**config.mk**
```make
export PLATFORM = sky130hd
export DESIGN_NAME = gpio_serial_loader
export DESIGN_NICKNAME = d
export VERILOG_FILES = /design/src/rtl/gpio_serial_loader.sv
export SDC_FILE = /design/constraint.sdc
export NUM_CORES = 1
export LEC_CHECK = 0
export BUFFER_PORTS_ARGS = -buffer_cell sky130_fd_sc_hd__buf_2
export CORE_UTILIZATION = 45
export DETAILED_ROUTE_END_ITERATION = 10
export PLACE_DENSITY = 0.77
export SLEW_MARGIN = 40
export SYNTH_ARGS = -nofsm -noshare
export SYNTH_HDL_FRONTEND = slang
export SYNTH_SLANG_ARGS = --single-unit
export TNS_END_PERCENT = 30
```
**constraint.sdc**
```tcl
create_clock -name clock -period 5.5 [get_ports clock]
set_clock_uncertainty 0.05 [all_clocks]
set_input_delay 0.825 -clock clock [delete_from_list [all_inputs] [get_ports clock]]
set_output_delay 0.825 -clock clock [all_outputs]
set_load 0.01 [all_outputs]
```
**src/rtl/gpio_serial_loader.sv**
```systemverilog
// Fetches per-pad config words, shifts them MSB-first (pad NUM_PADS-1 first) into the GPIO chain, then strobes serial_load; start is ignored while busy.
// GPIO_LOADER_VERIFY_EN adds serial_data_in/cfg_mismatch and a second read-back pass that compares the chain tail against the re-shifted stream.
module gpio_serial_loader #(
  parameter int NUM_PADS = 38,
  parameter int CFG_BITS = 13,
  parameter int CLK_DIV  = 2,
  localparam int AW = (NUM_PADS > 1) ? $clog2(NUM_PADS) : 1
) (
  input  logic                clock,
  input  logic                resetn,
  input  logic                start,
  output logic [AW-1:0]       cfg_addr,
  input  logic [CFG_BITS-1:0] cfg_data,
`ifdef GPIO_LOADER_VERIFY_EN
  input  logic                serial_data_in,
  output logic                cfg_mismatch,
`endif
  output logic                busy,
  output logic                done,
  output logic                serial_clock,
  output logic                serial_load,
  output logic                serial_data_out
);

  localparam int BW = (CFG_BITS > 1) ? $clog2(CFG_BITS) : 1;
  localparam int DW = $clog2(2 * CLK_DIV);
  localparam logic [AW-1:0] ADDR_LAST = AW'(NUM_PADS - 1);
  localparam logic [BW-1:0] BIT_LAST  = BW'(CFG_BITS - 1);
  localparam logic [DW-1:0] DIV_HALF  = DW'(CLK_DIV);
  localparam logic [DW-1:0] DIV_END   = DW'(2 * CLK_DIV - 1);

  typedef enum logic [2:0] {
    S_IDLE,
    S_FETCH,
    S_SHIFT,
    S_LOAD,
    S_DONE
  } state_t;

  state_t              state_q, state_d;
  logic                fetch2_q, fetch2_d;
  logic [AW-1:0]       addr_q, addr_d;
  logic [BW-1:0]       bit_q, bit_d;
  logic [DW-1:0]       div_q, div_d;
  logic [CFG_BITS-1:0] word_q, word_d;
  logic                sclk_q, sclk_d;
  logic                sdat_q, sdat_d;
  logic                sload_q, sload_d;
  logic                busy_q, busy_d;
  logic                done_q, done_d;
`ifdef GPIO_LOADER_VERIFY_EN
  logic                verify_q, verify_d;
  logic                mismatch_q, mismatch_d;
`endif

  always_comb begin
    state_d  = state_q;
    fetch2_d = fetch2_q;
    addr_d   = addr_q;
    bit_d    = bit_q;
    div_d    = div_q;
    word_d   = word_q;
`ifdef GPIO_LOADER_VERIFY_EN
    verify_d   = verify_q;
    mismatch_d = mismatch_q;
`endif

    case (state_q)
      S_IDLE: begin
        if (start) begin
          state_d  = S_FETCH;
          fetch2_d = 1'b0;
          addr_d   = ADDR_LAST;
`ifdef GPIO_LOADER_VERIFY_EN
          verify_d   = 1'b0;
          mismatch_d = 1'b0;
`endif
        end
      end
      // cfg_data lags cfg_addr by one cycle, so capture on the second cycle
      S_FETCH: begin
        if (!fetch2_q) begin
          fetch2_d = 1'b1;
        end else begin
          fetch2_d = 1'b0;
          state_d  = S_SHIFT;
          word_d   = cfg_data;
          bit_d    = BIT_LAST;
          div_d    = '0;
        end
      end
      S_SHIFT: begin
        if (div_q != DIV_END) begin
          div_d = div_q + 1'b1;
        end else begin
          div_d = '0;
          if (bit_q != '0) begin
            bit_d  = bit_q - 1'b1;
            word_d = word_q << 1;
          end else if (addr_q != '0) begin
            addr_d  = addr_q - 1'b1;
            state_d = S_FETCH;
          end else begin
            state_d = S_LOAD;
          end
        end
      end
      S_LOAD: begin
        if (div_q != DIV_END) begin
          div_d = div_q + 1'b1;
        end else begin
          div_d = '0;
`ifdef GPIO_LOADER_VERIFY_EN
          if (!verify_q) begin
            verify_d = 1'b1;
            addr_d   = ADDR_LAST;
            state_d  = S_FETCH;
          end else begin
            state_d = S_DONE;
          end
`else
          state_d = S_DONE;
`endif
        end
      end
      S_DONE: state_d = S_IDLE;
      default: state_d = S_IDLE;
    endcase

    // Outputs are registered from next-state values so the chain sees glitch-free levels
    sclk_d  = (state_d == S_SHIFT) && (div_d >= DIV_HALF);
    sload_d = (state_d == S_LOAD) && (div_d < DIV_HALF);
    sdat_d  = ((state_d == S_SHIFT) && (div_d == '0)) ? word_d[CFG_BITS-1] : sdat_q;
    busy_d  = (state_d != S_IDLE);
    done_d  = (state_d == S_DONE);

`ifdef GPIO_LOADER_VERIFY_EN
    // Tail bit is sampled before the chain shifts on this rising edge
    if (verify_q && (state_q == S_SHIFT) && sclk_d && !sclk_q && (serial_data_in != sdat_q))
      mismatch_d = 1'b1;
`endif
  end

  always_ff @(posedge clock) begin
    if (!resetn) begin
      state_q  <= S_IDLE;
      fetch2_q <= 1'b0;
      addr_q   <= '0;
      bit_q    <= '0;
      div_q    <= '0;
      word_q   <= '0;
      sclk_q   <= 1'b0;
      sdat_q   <= 1'b0;
      sload_q  <= 1'b0;
      busy_q   <= 1'b0;
      done_q   <= 1'b0;
`ifdef GPIO_LOADER_VERIFY_EN
      verify_q   <= 1'b0;
      mismatch_q <= 1'b0;
`endif
    end else begin
      state_q  <= state_d;
      fetch2_q <= fetch2_d;
      addr_q   <= addr_d;
      bit_q    <= bit_d;
      div_q    <= div_d;
      word_q   <= word_d;
      sclk_q   <= sclk_d;
      sdat_q   <= sdat_d;
      sload_q  <= sload_d;
      busy_q   <= busy_d;
      done_q   <= done_d;
`ifdef GPIO_LOADER_VERIFY_EN
      verify_q   <= verify_d;
      mismatch_q <= mismatch_d;
`endif
    end
  end

  assign cfg_addr        = addr_q;
  assign busy            = busy_q;
  assign done            = done_q;
  assign serial_clock    = sclk_q;
  assign serial_load     = sload_q;
  assign serial_data_out = sdat_q;
`ifdef GPIO_LOADER_VERIFY_EN
  assign cfg_mismatch    = mismatch_q;
`endif

endmodule
```
* Yosys cells after proc, flatten, opt, wreduce, memory -nomap -nowiden *
Index checks and enable logic that the tools add are counted.

storage, ports and cells
  flip-flop bits (word level) = 34
  input bits = 16
  output and inout bits = 11

operators by class
  $add $sub $neg = 3
  $lt $le $gt $ge = 2
  equal/unequal tests = 13
  multiplexer cells = 26
  reduce and logical (&&, ||, !) cells = 15

operators by type and width
  operator                                          number
  2-to-1 mux 13 bit                                 3
  case mux 13 bit (2 select lines)                  1
  2-to-1 mux 6 bit                                  4
  2-to-1 mux 3 bit                                  5
  != test 2 bit, second input constant              7
  == test 3 x 2 -> 1 bit, second input constant     4
  2-to-1 mux 4 bit                                  3
  case mux 3 bit (4 select lines)                   1
  case mux 6 bit (2 select lines)                   1
  case mux 4 bit (2 select lines)                   1
  2-to-1 mux 2 bit                                  3
  nonzero test 2 bit                                3
  nonzero test 6 bit                                1
  subtractor 6 x 1 -> 6 bit, second input constant  1
  AND reduction 5 bit                               1
  case mux 2 bit (2 select lines)                   1
  AND reduction 4 bit                               1
  nonzero test 4 bit                                1
  subtractor 4 x 1 -> 4 bit, second input constant  1
  == test 3 x 1 -> 1 bit, second input constant     1
  == test 3 bit, second input constant              1
  logical AND 1 bit                                 3
  logical NOT 3 bit                                 1
  nonzero test 3 bit                                1
  8 further kinds                                   9

* Depth between registers and ports, before layout *
Gate-level depths: netlist (run 1).

  depth after elaboration = 7
  mapped depth = 8
  mapped depth without buffers = 6

* Worst setup path after synthesis (run 1) *
OpenSTA, ideal clock, no wires.

  path kind = input to register
  start = in resetn
  end = reg addr_q[3] (netlist: cfg_addr[3])
  data arrival time = 1.753 ns
  setup slack = 3.625 ns
  stages on the path = 4
  path buffers = 1
  cell sequence = clkbuf_1 clkinv_1 or3_1 mux2i_1

RTL lines
  element               line  source
  from (decl)           10    input logic resetn,
  to (signal assigned)  164   addr_q <= addr_d;
  to (decl)             42    logic [AW-1:0] addr_q, addr_d;

==> metrics, run 1 <==
Fin. Hold Viols 0; Max VDD drop 0.155 mV; DIE HEIGHT 62.9 um; CTS sink cnt 34; 1st-iter DRT viols 129; status finished clean; input/output buffers 26; measured slew at the worst slew-check pin 0.708 ns; P_leak 0.735 nW; hold_buf cts 0; largest net degree at the start of global routing 27; GR Util All Layers 19.1%; gate count after technology mapping 194; Top Ports 27; # diodes 0; Die ar. 3960 um2; worst rel slew slack 52.5%; Total Wirelength 3500 um; DR vias/cell 5.76; Overflow after GRT 0; count leader, synth dfxtp_1; Finish-stage setup viols 0; max-slew violation count 0; worst path arrival time 2.31 ns; CTS Buf Count 5; Mean Syn Cell Area 8.60 um2; Post-layout nets 235; Fmax achieved 468 MHz; first-pass GRT wire length 5940 um; Max-Cap Viols 0; Routed WL per cell 13.5 um; vias in the first global route 1322; Die Wd 62.9 um; dominant synthesized flop cell dfxtp_1; clk_lat worst skew 0.28 ns; Initial Util 48.5%; DR vias 1497; TritonCTS clock tree done; number of synthesized flops with an enable pin 0; GP Congestion 0.902; H-tree levels 2; Synth top cells by count dfxtp_1 (34), a21oi_1 (18), o21ai_0 (16); FP Rows 21; cell area after synthesis 1670 um2; Critical Path End Type flip-flop; CTS max path bufs 2; Reg clk slew, reported paths 0.06 ns; 1st-pass router iterations 4; Pwr per Cell Area 281 nW/um2; Final Total Pwr 0.000530 W; PostCTS Resize Cnt 0; synth warn 0; fin crit share 38.9%; pre-CTS setup slack 3.06 ns; Hold WC Path Type reg2reg; Unique masters post-synth 47; Final WS setup 3.36 ns; sequential cell area fraction in the yosys report 40.8%; initial antenna violation count 0; syn nets 214; post-route ant nets 0; proportion of layout cells with a drive suffix above 1 19.2%; HPWL after DPL 2350 um; unrepaired setup endpoints after global routing false; post-synth top area cell dfxtp_1; final setup TNS 0 ns; setup repair bufs after CTS 0; DRC 0; Worst EP required 5.67 ns; Hold Worst Slack 0.426 ns; min Tclk post-route 2.14 ns; Crit Path Max Fanout 26; CP Class in2reg; startpoint types input pin; Core ar. 3440 um2; FFs w/ async S/R, synth 0%; synthesized flop and latch total 34; Area growth syn-to-layout 13.0%; Root Driver clkbuf_8; Synth area leaders dfxtp_1 (41%), a22oi_1 (5.8%), a21oi_1 (5.4%), o21ai_0 (4.8%), ha_1 (3.0%); Synth top area share 40.8%
## cell usage in the layout (no fill, tap or decap), types with 3 or more instances in the layout
| cell | n |
|---|---|
| dfxtp_1 | 34 |
| buf_2 | 26 |
| a21oi_1 | 17 |
| o21ai_0 | 16 |
| a22oi_1 | 13 |
| inv_1 | 12 |
| nor2_1 | 10 |
| nand2_1 | 9 |
| nor3_1 | 6 |
| nand3_1 | 6 |
| clkbuf_8 | 6 |
| nor2b_1 | 4 |
| a211oi_1 | 4 |
| ha_1 | 4 |
| o211ai_1 | 3 |
| o2111ai_1 | 3 |
## flip-flops by register name, summed over array words and instances, names as in the netlist
signal	flops
bit_q	4
busy	1
cfg_addr	6
div_q	2
done	1
fetch2_q	1
serial_clock	1
serial_data_out	1
serial_load	1
state_q	3
word_q	13
## cells by family after synthesis
family / synth area share [%]
AO/OA/AOI/OAI: 29.2
adder cells (fa/ha/maj): 3.00
buffers and inverters: 6.82
flip-flops: 40.8
multiplexers: 1.20
AND/OR/NAND/NOR: 19.0
## area by class of cell
| cell class | instances | area, um2 |
|---|---|---|
| tap | 46 | 57.6 |
| inverter | 13 | 48.8 |
| sequential | 34 | 681 |
| fill | 330 | 1560 |
| timing repair buffer | 26 | 130 |
| clock buffer | 6 | 82.6 |
| multi-input combinational | 135 | 887 |
## critical path, stage by stage
cell and delay (ns):
buf_2 0.19, clkinv_1 0.61, or3_1 0.56, mux2i_1 0.11
## final timing paths
check,cells after the start,startpoint,slack [ns],to
worst min-delay path,2,word_q[6],0.43,word_q[6]
worst min register to register,2,word_q[6],0.43,word_q[6]
worst max register to register,4,state_q[1],3.36,serial_data_out
worst max-delay path,4,resetn,3.36,cfg_addr[3]
## metrics by stage
| step | area [um2] | instances | utilization [%] |
|---|---|---|---|
| after global placement | 1790 | 254 | 52.1 |
| final | 1890 | 260 | 54.8 |
| after global routing | 1890 | 260 | 54.8 |
| after floorplan | 1670 | 194 | - |
| after detailed placement | 1800 | 254 | 52.3 |
| after CTS | 1880 | 260 | 54.7 |
## where the power goes
group          total (W)  switching (W)  internal [W]
logic          0.0000803      0.0000454     0.0000349
registers       0.000272      0.0000139      0.000258
clock network   0.000178      0.0000815     0.0000963
## per-layer routing
layer / vias to the layer above / track usage (%) / share of wire (%)
met3: 5 / 7.12 / 3.7
li1: 765 / - / -
met5: - / 0 / 0
met4: 0 / 6.98 / 1.3
met1: 704 / 24.7 / 50
met2: 23 / 28.5 / 45
(Power assumes the default switching activity.)
==> run 2: changes to the inputs <==
--- a/config.mk
+++ b/config.mk
@@ -8,7 +8,7 @@
 export BUFFER_PORTS_ARGS = -buffer_cell sky130_fd_sc_hd__buf_2
 export CORE_UTILIZATION = 45
 export DETAILED_ROUTE_END_ITERATION = 10
-export PLACE_DENSITY = 0.77
+export PLACE_DENSITY = 0.79
 export SLEW_MARGIN = 40
 export SYNTH_ARGS = -nofsm -noshare
 export SYNTH_HDL_FRONTEND = slang
==> constraint.sdc (replaced) <==
create_clock -name clock -period 1.8 [get_ports clock]
set_clock_uncertainty 0.05 [all_clocks]
set_input_delay 0.27 -clock clock [delete_from_list [all_inputs] [get_ports clock]]
set_output_delay 0.27 -clock clock [all_outputs]
set_load 0.01 [all_outputs]
==> run 2 against run 1 <==
  * Sequential cell count did not move
  * Cell count rose by 6.2%
  * Clock power rose to 2.9 times the previous value
  * Power grew to 3.1 times the previous value
  * Core utilization grew 5.4 points
  * Clock-buffer cell count increased by 1
  * Global-route usage rose by 1.6 points
  * Via count is 5.8% higher
  * Sequential power grew to 3.0 times the previous value
  * Wire length is 7.3% higher
  * First-iteration DRC count decreased by 1.6%
  * Non-clock buffer count up 15
  * Critical endpoint is now bit_q[3]
  * Highest routed layer unchanged
==> metrics, run 2 (same netlist as run 1, synthesis figures left out) <==
TritonCTS clock tree done (unchanged); worst r2r path cells 7 (was 4); Hold WC Path Type in2reg (was reg2reg); measured slew at the worst slew-check pin 0.405 ns (was 0.708 ns); clk_lat worst skew 0.29 ns (was 0.28 ns); setup repair bufs after CTS 0 (unchanged); GP Congestion 0.849 (was 0.902); multi-input logic area 956 um2 (was 887 um2); Initial Util 48.5% (unchanged); Reg clk slew, reported paths 0.06 ns (about the same); Reg area 683 um2 (was 681 um2); Setup crit start bit_q[1] (was resetn); HPWL after DPL 2590 um (was 2350 um); Crit Path Max Fanout 4 (was 26); HP Start cfg_data[0] (was word_q[6]); Hold Path Stages 3 (was 2); final setup TNS 0 ns (unchanged); pre-CTS setup slack 0.0213 ns (was 3.06 ns); Max-Cap Viols 0 (unchanged); Critical Path End Type flip-flop (unchanged); register-to-register setup slack 0.08 ns (was 3.36 ns); Fmax achieved 581 MHz; vias in the first global route 1503 (was 1322); first-pass GRT wire length 6560 um (was 5940 um); DIE HEIGHT 62.9 um (unchanged); unrepaired setup endpoints after global routing false (unchanged); Overflow after GRT 0 (unchanged); Largest register FFs 13 (unchanged); min Tclk post-route 1.72 ns; CP Class reg2reg (was in2reg); Worst R2R End bit_q[3] (was serial_data_out); CTS sink cnt 34 (unchanged); Worst EP required 1.92 ns (was 5.67 ns); 1st-iter DRT viols 127 (was 129); initial antenna violation count 0 (unchanged); Fin. Hold Viols 0 (unchanged); startpoint types flip-flop (was input pin); CP cell instances inv_1 -> ha_4 -> or3b_4 -> and3_4 -> buf_4 -> a211oi_2 -> nor3_2 (was buf_2 -> clkinv_1 -> or3_1 -> mux2i_1); FP Rows 21 (unchanged); most frequent cells in the layout dfxtp_1 (32), buf_2 (26), a21oi_1 (17), o21ai_0 (16), buf_4 (13) (was dfxtp_1 (34), buf_2 (26), a21oi_1 (17), o21ai_0 (16), a22oi_1 (13)); worst r2r src bit_q[1] (was state_q[1]); worst path arrival time 1.84 ns (was 2.31 ns); P_leak 0.811 nW (was 0.735 nW); input/output buffers 26 (unchanged); CTS Buf Count 5 (unchanged); Die Wd 62.9 um (unchanged); worst rel slew slack 72.9% (was 52.5%); Final WS setup 0.0801 ns (was 3.36 ns); DR vias 1584 (was 1497); largest net degree at the start of global routing 23 (was 27); Most flops, register word_q (unchanged); Die ar. 3960 um2 (unchanged); status finished clean (unchanged); DRC 0 (unchanged); H-tree levels 2 (unchanged); Core ar. 3440 um2 (unchanged); Top Ports 27 (unchanged); DR vias/cell 5.74 (was 5.76); fin crit share 95.6%; Hold Worst Slack 0.172 ns (was 0.426 ns); Hold Path Sink word_q[0] (was word_q[6]); Root Driver clkbuf_8 (unchanged); 1st-pass router iterations 4 (unchanged); Post-layout nets 250 (was 235); proportion of layout cells with a drive suffix above 1 30.9% (was 19.2%); Max VDD drop 0.426 mV (was 0.155 mV); commonest non-fill, non-tap cell in the layout dfxtp_1 (unchanged); Total Wirelength 3760 um (was 3500 um); Pwr per Cell Area 786 nW/um2 (was 281 nW/um2); post-route ant nets 0 (unchanged); Finish-stage setup viols 0 (unchanged); Routed WL per cell 13.6 um (was 13.5 um); slowest stage delay, CP 0.41 ns (was 0.61 ns); Area growth syn-to-layout 24.1% (was 13.0%); # diodes 0 (unchanged); # fillers 301 (was 330); max-slew violation count 0 (unchanged); CTS max path bufs 2 (unchanged); GR Util All Layers 20.6% (was 19.1%); Slowest cell on crit path or3b_4 (was clkinv_1)
[run 2: per-stage QoR]
| stage | std cells | power, W | util, % | area [um2] |
|---|---|---|---|---|
| after floorplan | 194 | 0.00102 | - | 1670 |
| after global placement | 269 | 0.00111 | 55.3 | 1900 |
| after detailed placement | 269 | 0.00111 | 55.3 | 1900 |
| after CTS | 276 | 0.00163 | 57.9 | 1990 |
| after global routing | 276 | 0.00172 | 60.2 | 2070 |
| final | 276 | 0.00163 | 60.2 | 2070 |
[run 2: cell type report]
type	count	share of cell area (%)
repair buffers	41	12.1
multi-input cells	135	46.1
well taps	46	2.78
inverters	13	2.36
clock buffers	7	3.68
flip-flops and latches	34	33.0
[run 2: per-layer routing]
| metal | vias to the layer above | share of wire (%) | GRT usage [%] |
|---|---|---|---|
| li1 | 795 | - | - |
| met3 | 8 | 3.7 | 4.74 |
| met4 | 0 | 1.6 | 9.30 |
| met1 | 748 | 46 | 26.1 |
| met5 | - | 0 | 0 |
| met2 | 33 | 48 | 33.1 |
[run 2: how the worst max path moves through the flow]
stage | end | slack (ns) | cells past startpoint
global placement | serial_data_out | 0.05 | 6
detailed placement | serial_data_out | 0.02 | 6
finish | bit_q[3] | 0.08 | 7
floorplan | serial_data_out | 0.007 | 7
global route | bit_q[3] | 0.003 | 7
CTS | word_q[6] | 0.005 | 7
[run 2: worst max-delay path, delay by kind of cell, from the launching register on]
family	cells	cell delay (ns)
AOI/OAI and AO/OA	1	0.20
and+or+nand+nor	3	0.68
DFF	1	0.31
buffers and inverters	2	0.24
adders and majority gates	1	0.13
[run 2: what timing repair did]
item / CTS / global route
resized for setup: 3 / 19
pin swaps: 0 / 2
setup endpoints to repair: 2 / 23
hold buffers: 0 / 0
cloned: 0 / 0
[run 2: power breakdown]
group | switching [W] | internal, W
Clock | 0.000250 | 0.000266
Combinational | 0.000153 | 0.000132
Sequential | 0.0000391 | 0.000790
Total | 0.000441 | 0.00119
==> run 3: changes to the inputs <==
--- a/config.mk
+++ b/config.mk
@@ -5,9 +5,11 @@
 export SDC_FILE = /design/constraint.sdc
 export NUM_CORES = 1
 export LEC_CHECK = 0
-export BUFFER_PORTS_ARGS = -buffer_cell sky130_fd_sc_hd__buf_2
+export BUFFER_PORTS_ARGS = -buffer_cell sky130_fd_sc_hd__buf_4
 export CORE_UTILIZATION = 45
+export CTS_CLUSTER_SIZE = 12
 export DETAILED_ROUTE_END_ITERATION = 10
+export HOLD_SLACK_MARGIN = 0.15
 export PLACE_DENSITY = 0.79
 export SLEW_MARGIN = 40
 export SYNTH_ARGS = -nofsm -noshare
==> run 3 against run 2 <==
  * Register-to-register slack worse by 0.03 ns
  * Critical path type unchanged
  * Worst hold slack better by 0.0028 ns
  * Sequential cell count unchanged
  * Non-clock buffer count up 4
  * Highest routed layer unchanged
  * Largest power group unchanged
  * Fmax down 1.5%
  * Global-route usage up 0.12 points
  * Core utilization up 2.7 points
==> metrics, run 3 (same netlist as run 1, synthesis figures left out) <==
worst r2r src bit_q[0] (was bit_q[1]); commonest non-fill, non-tap cell in the layout buf_4 (was dfxtp_1); startpoint types flip-flop (unchanged); vias in the first global route 1493 (was 1503); # diodes 0 (unchanged); worst path arrival time 1.87 ns (was 1.84 ns); P_leak 0.846 nW (was 0.811 nW); slowest stage delay, CP 0.40 ns (was 0.41 ns); Most flops, register word_q (unchanged); Core ar. 3440 um2 (unchanged); DR vias 1615 (was 1584); Die Wd 62.9 um (unchanged); fin util 62.9% (was 60.2%); Hold Worst Slack 0.175 ns (was 0.172 ns); Reg clk slew, reported paths 0.07 ns (was 0.06 ns); Hold WC Path Type in2reg (unchanged); Hold Path Stages 3 (unchanged); H-tree levels 2 (unchanged); CP cell instances inv_2 -> ha_2 -> or3b_4 -> and3_4 -> buf_4 -> a22oi_1 -> a21oi_1 (was inv_1 -> ha_4 -> or3b_4 -> and3_4 -> buf_4 -> a211oi_2 -> nor3_2); Fin. Hold Viols 0 (unchanged); unrepaired setup endpoints after global routing true (was false); Finish-stage setup viols 0 (unchanged); post-route ant nets 0 (unchanged); proportion of layout cells with a drive suffix above 1 32.3% (was 30.9%); largest delay contributor family on the critical path simple AND/OR/NAND/NOR gates (unchanged); 1st-iter DRT viols 109 (was 127); input/output buffers 26 (unchanged); CTS sink cnt 34 (unchanged); most frequent cells in the layout buf_4 (44), dfxtp_1 (33), a21oi_1 (16), o21ai_0 (16) (was dfxtp_1 (32), buf_2 (26), a21oi_1 (17), o21ai_0 (16), buf_4 (13)); TritonCTS clock tree done (unchanged); Slowest cell on crit path or3b_4 (unchanged); Top Ports 27 (unchanged); Die ar. 3960 um2 (unchanged); DIE HEIGHT 62.9 um (unchanged); Area growth syn-to-layout 29.8% (was 24.1%); FP Rows 21 (unchanged); measured slew at the worst slew-check pin 0.349 ns (was 0.405 ns); GP Congestion 0.859 (was 0.849); Post-layout nets 254 (was 250); fin crit share 97.0% (was 95.6%); min Tclk post-route 1.75 ns (was 1.72 ns); Worst R2R End word_q[6] (was bit_q[3]); DRC 0 (unchanged); Critical Path End Type flip-flop (unchanged); Largest register FFs 13 (unchanged); Pwr per Cell Area 796 nW/um2 (was 786 nW/um2); clk_lat worst skew 0.29 ns (about the same); CTS Buf Count 5 (unchanged); Total Wirelength 3810 um (was 3760 um); initial antenna violation count 0 (unchanged); Overflow after GRT 0 (unchanged); final setup TNS 0 ns (unchanged); GR Util All Layers 20.8% (was 20.6%); status finished clean (unchanged); Max-Cap Viols 0 (unchanged); largest net degree at the start of global routing 16 (was 23); HPWL after DPL 2630 um (was 2590 um); CTS max path bufs 2 (unchanged); Max VDD drop 0.451 mV (was 0.426 mV); Fmax achieved 573 MHz (was 581 MHz); register-to-register setup slack 0.05 ns (was 0.08 ns); CP Class reg2reg (unchanged); worst r2r path cells 7 (unchanged); Root Driver clkbuf_8 (unchanged); max-slew violation count 0 (unchanged); Initial Util 48.5% (unchanged); Worst EP required 1.92 ns (about the same); worst rel slew slack 76.5% (was 72.9%); HP Start cfg_data[0] (unchanged); Crit Path Max Fanout 8 (was 4); DR vias/cell 5.75 (was 5.74); 1st-pass router iterations 4 (unchanged); CP Buf/Inv Count 2 (unchanged); first-pass GRT wire length 6560 um (about the same); Routed WL per cell 13.5 um (was 13.6 um); hold_buf cts 0 (unchanged); Hold Path Sink word_q[0] (unchanged)
## run 3: changes by cell type in the layout (fill, tap and decap cells not counted), sizes merged
cell	delta
clkinv	+1
buf	+4
## run 3: routing by layer
metal / vias up / share of wire [%] / GRT usage (%)
met4: 0 / 1.7 / 10.2
li1: 807 / - / -
met3: 5 / 4.8 / 5.47
met1: 762 / 47 / 26.5
met2: 41 / 47 / 32.0
met5: - / 0 / 0
## run 3: worst register-to-register path: cells and delay by family (launching register included)
kind	cells	cell delay, ns
simple gates	2	0.61
flops	1	0.33
compound gates	2	0.25
buf+inv	2	0.22
fa+ha+maj	1	0.16
## run 3: final cells by class
| cell class | count | area [um2] |
|---|---|---|
| clock buffer | 7 | 86.3 |
| clock inverter | 1 | 5.00 |
| fill | 290 | 1280 |
| inverter | 13 | 48.8 |
| multi-input combinational | 135 | 945 |
| sequential | 34 | 682 |
| tap | 46 | 57.6 |
| timing repair buffer | 45 | 342 |
## run 3: worst max-delay path by stage
stage | from | endpoint | slack [ns] | cells past startpoint
after CTS | bit_q[0] | word_q[5] | -0.003 | 7
after detailed placement | bit_q[0] | bit_q[3] | 0.02 | 7
after global routing | bit_q[0] | word_q[6] | 0.007 | 7
final | bit_q[0] | word_q[6] | 0.05 | 7
after floorplan | bit_q[0] | serial_data_out | 0.007 | 7
after global placement | bit_q[0] | serial_data_out | 0.05 | 6
## run 3: repair_timing
| item | CTS | global route |
|---|---|---|
| buffers inserted | 0 | 1 |
| endpoints found under the setup margin | 2 | 21 |
| gates resized for setup | 1 | 17 |
## run 3: power breakdown
group          internal [W]  leakage (nW)  switching [W]
Clock              0.000308        0.0482       0.000274
Combinational      0.000156         0.521       0.000158
Sequential         0.000789         0.277      0.0000381
Total               0.00125         0.846       0.000470
## run 3: metrics by stage
step | instances | worst slack, ns | cell area [um2] | power (W)
4_1_cts | 280 | -0.00263 | 2090 | 0.00171
5_1_grt | 281 | 0.00695 | 2170 | 0.00182
3_5_place_dp | 272 | 0.0211 | 1990 | 0.00114
3_3_place_gp | 272 | 0.0481 | 1990 | 0.00113
2_1_floorplan | 194 | 0.00733 | 1670 | 0.00102
6_report | 281 | 0.0540 | 2170 | 0.00172
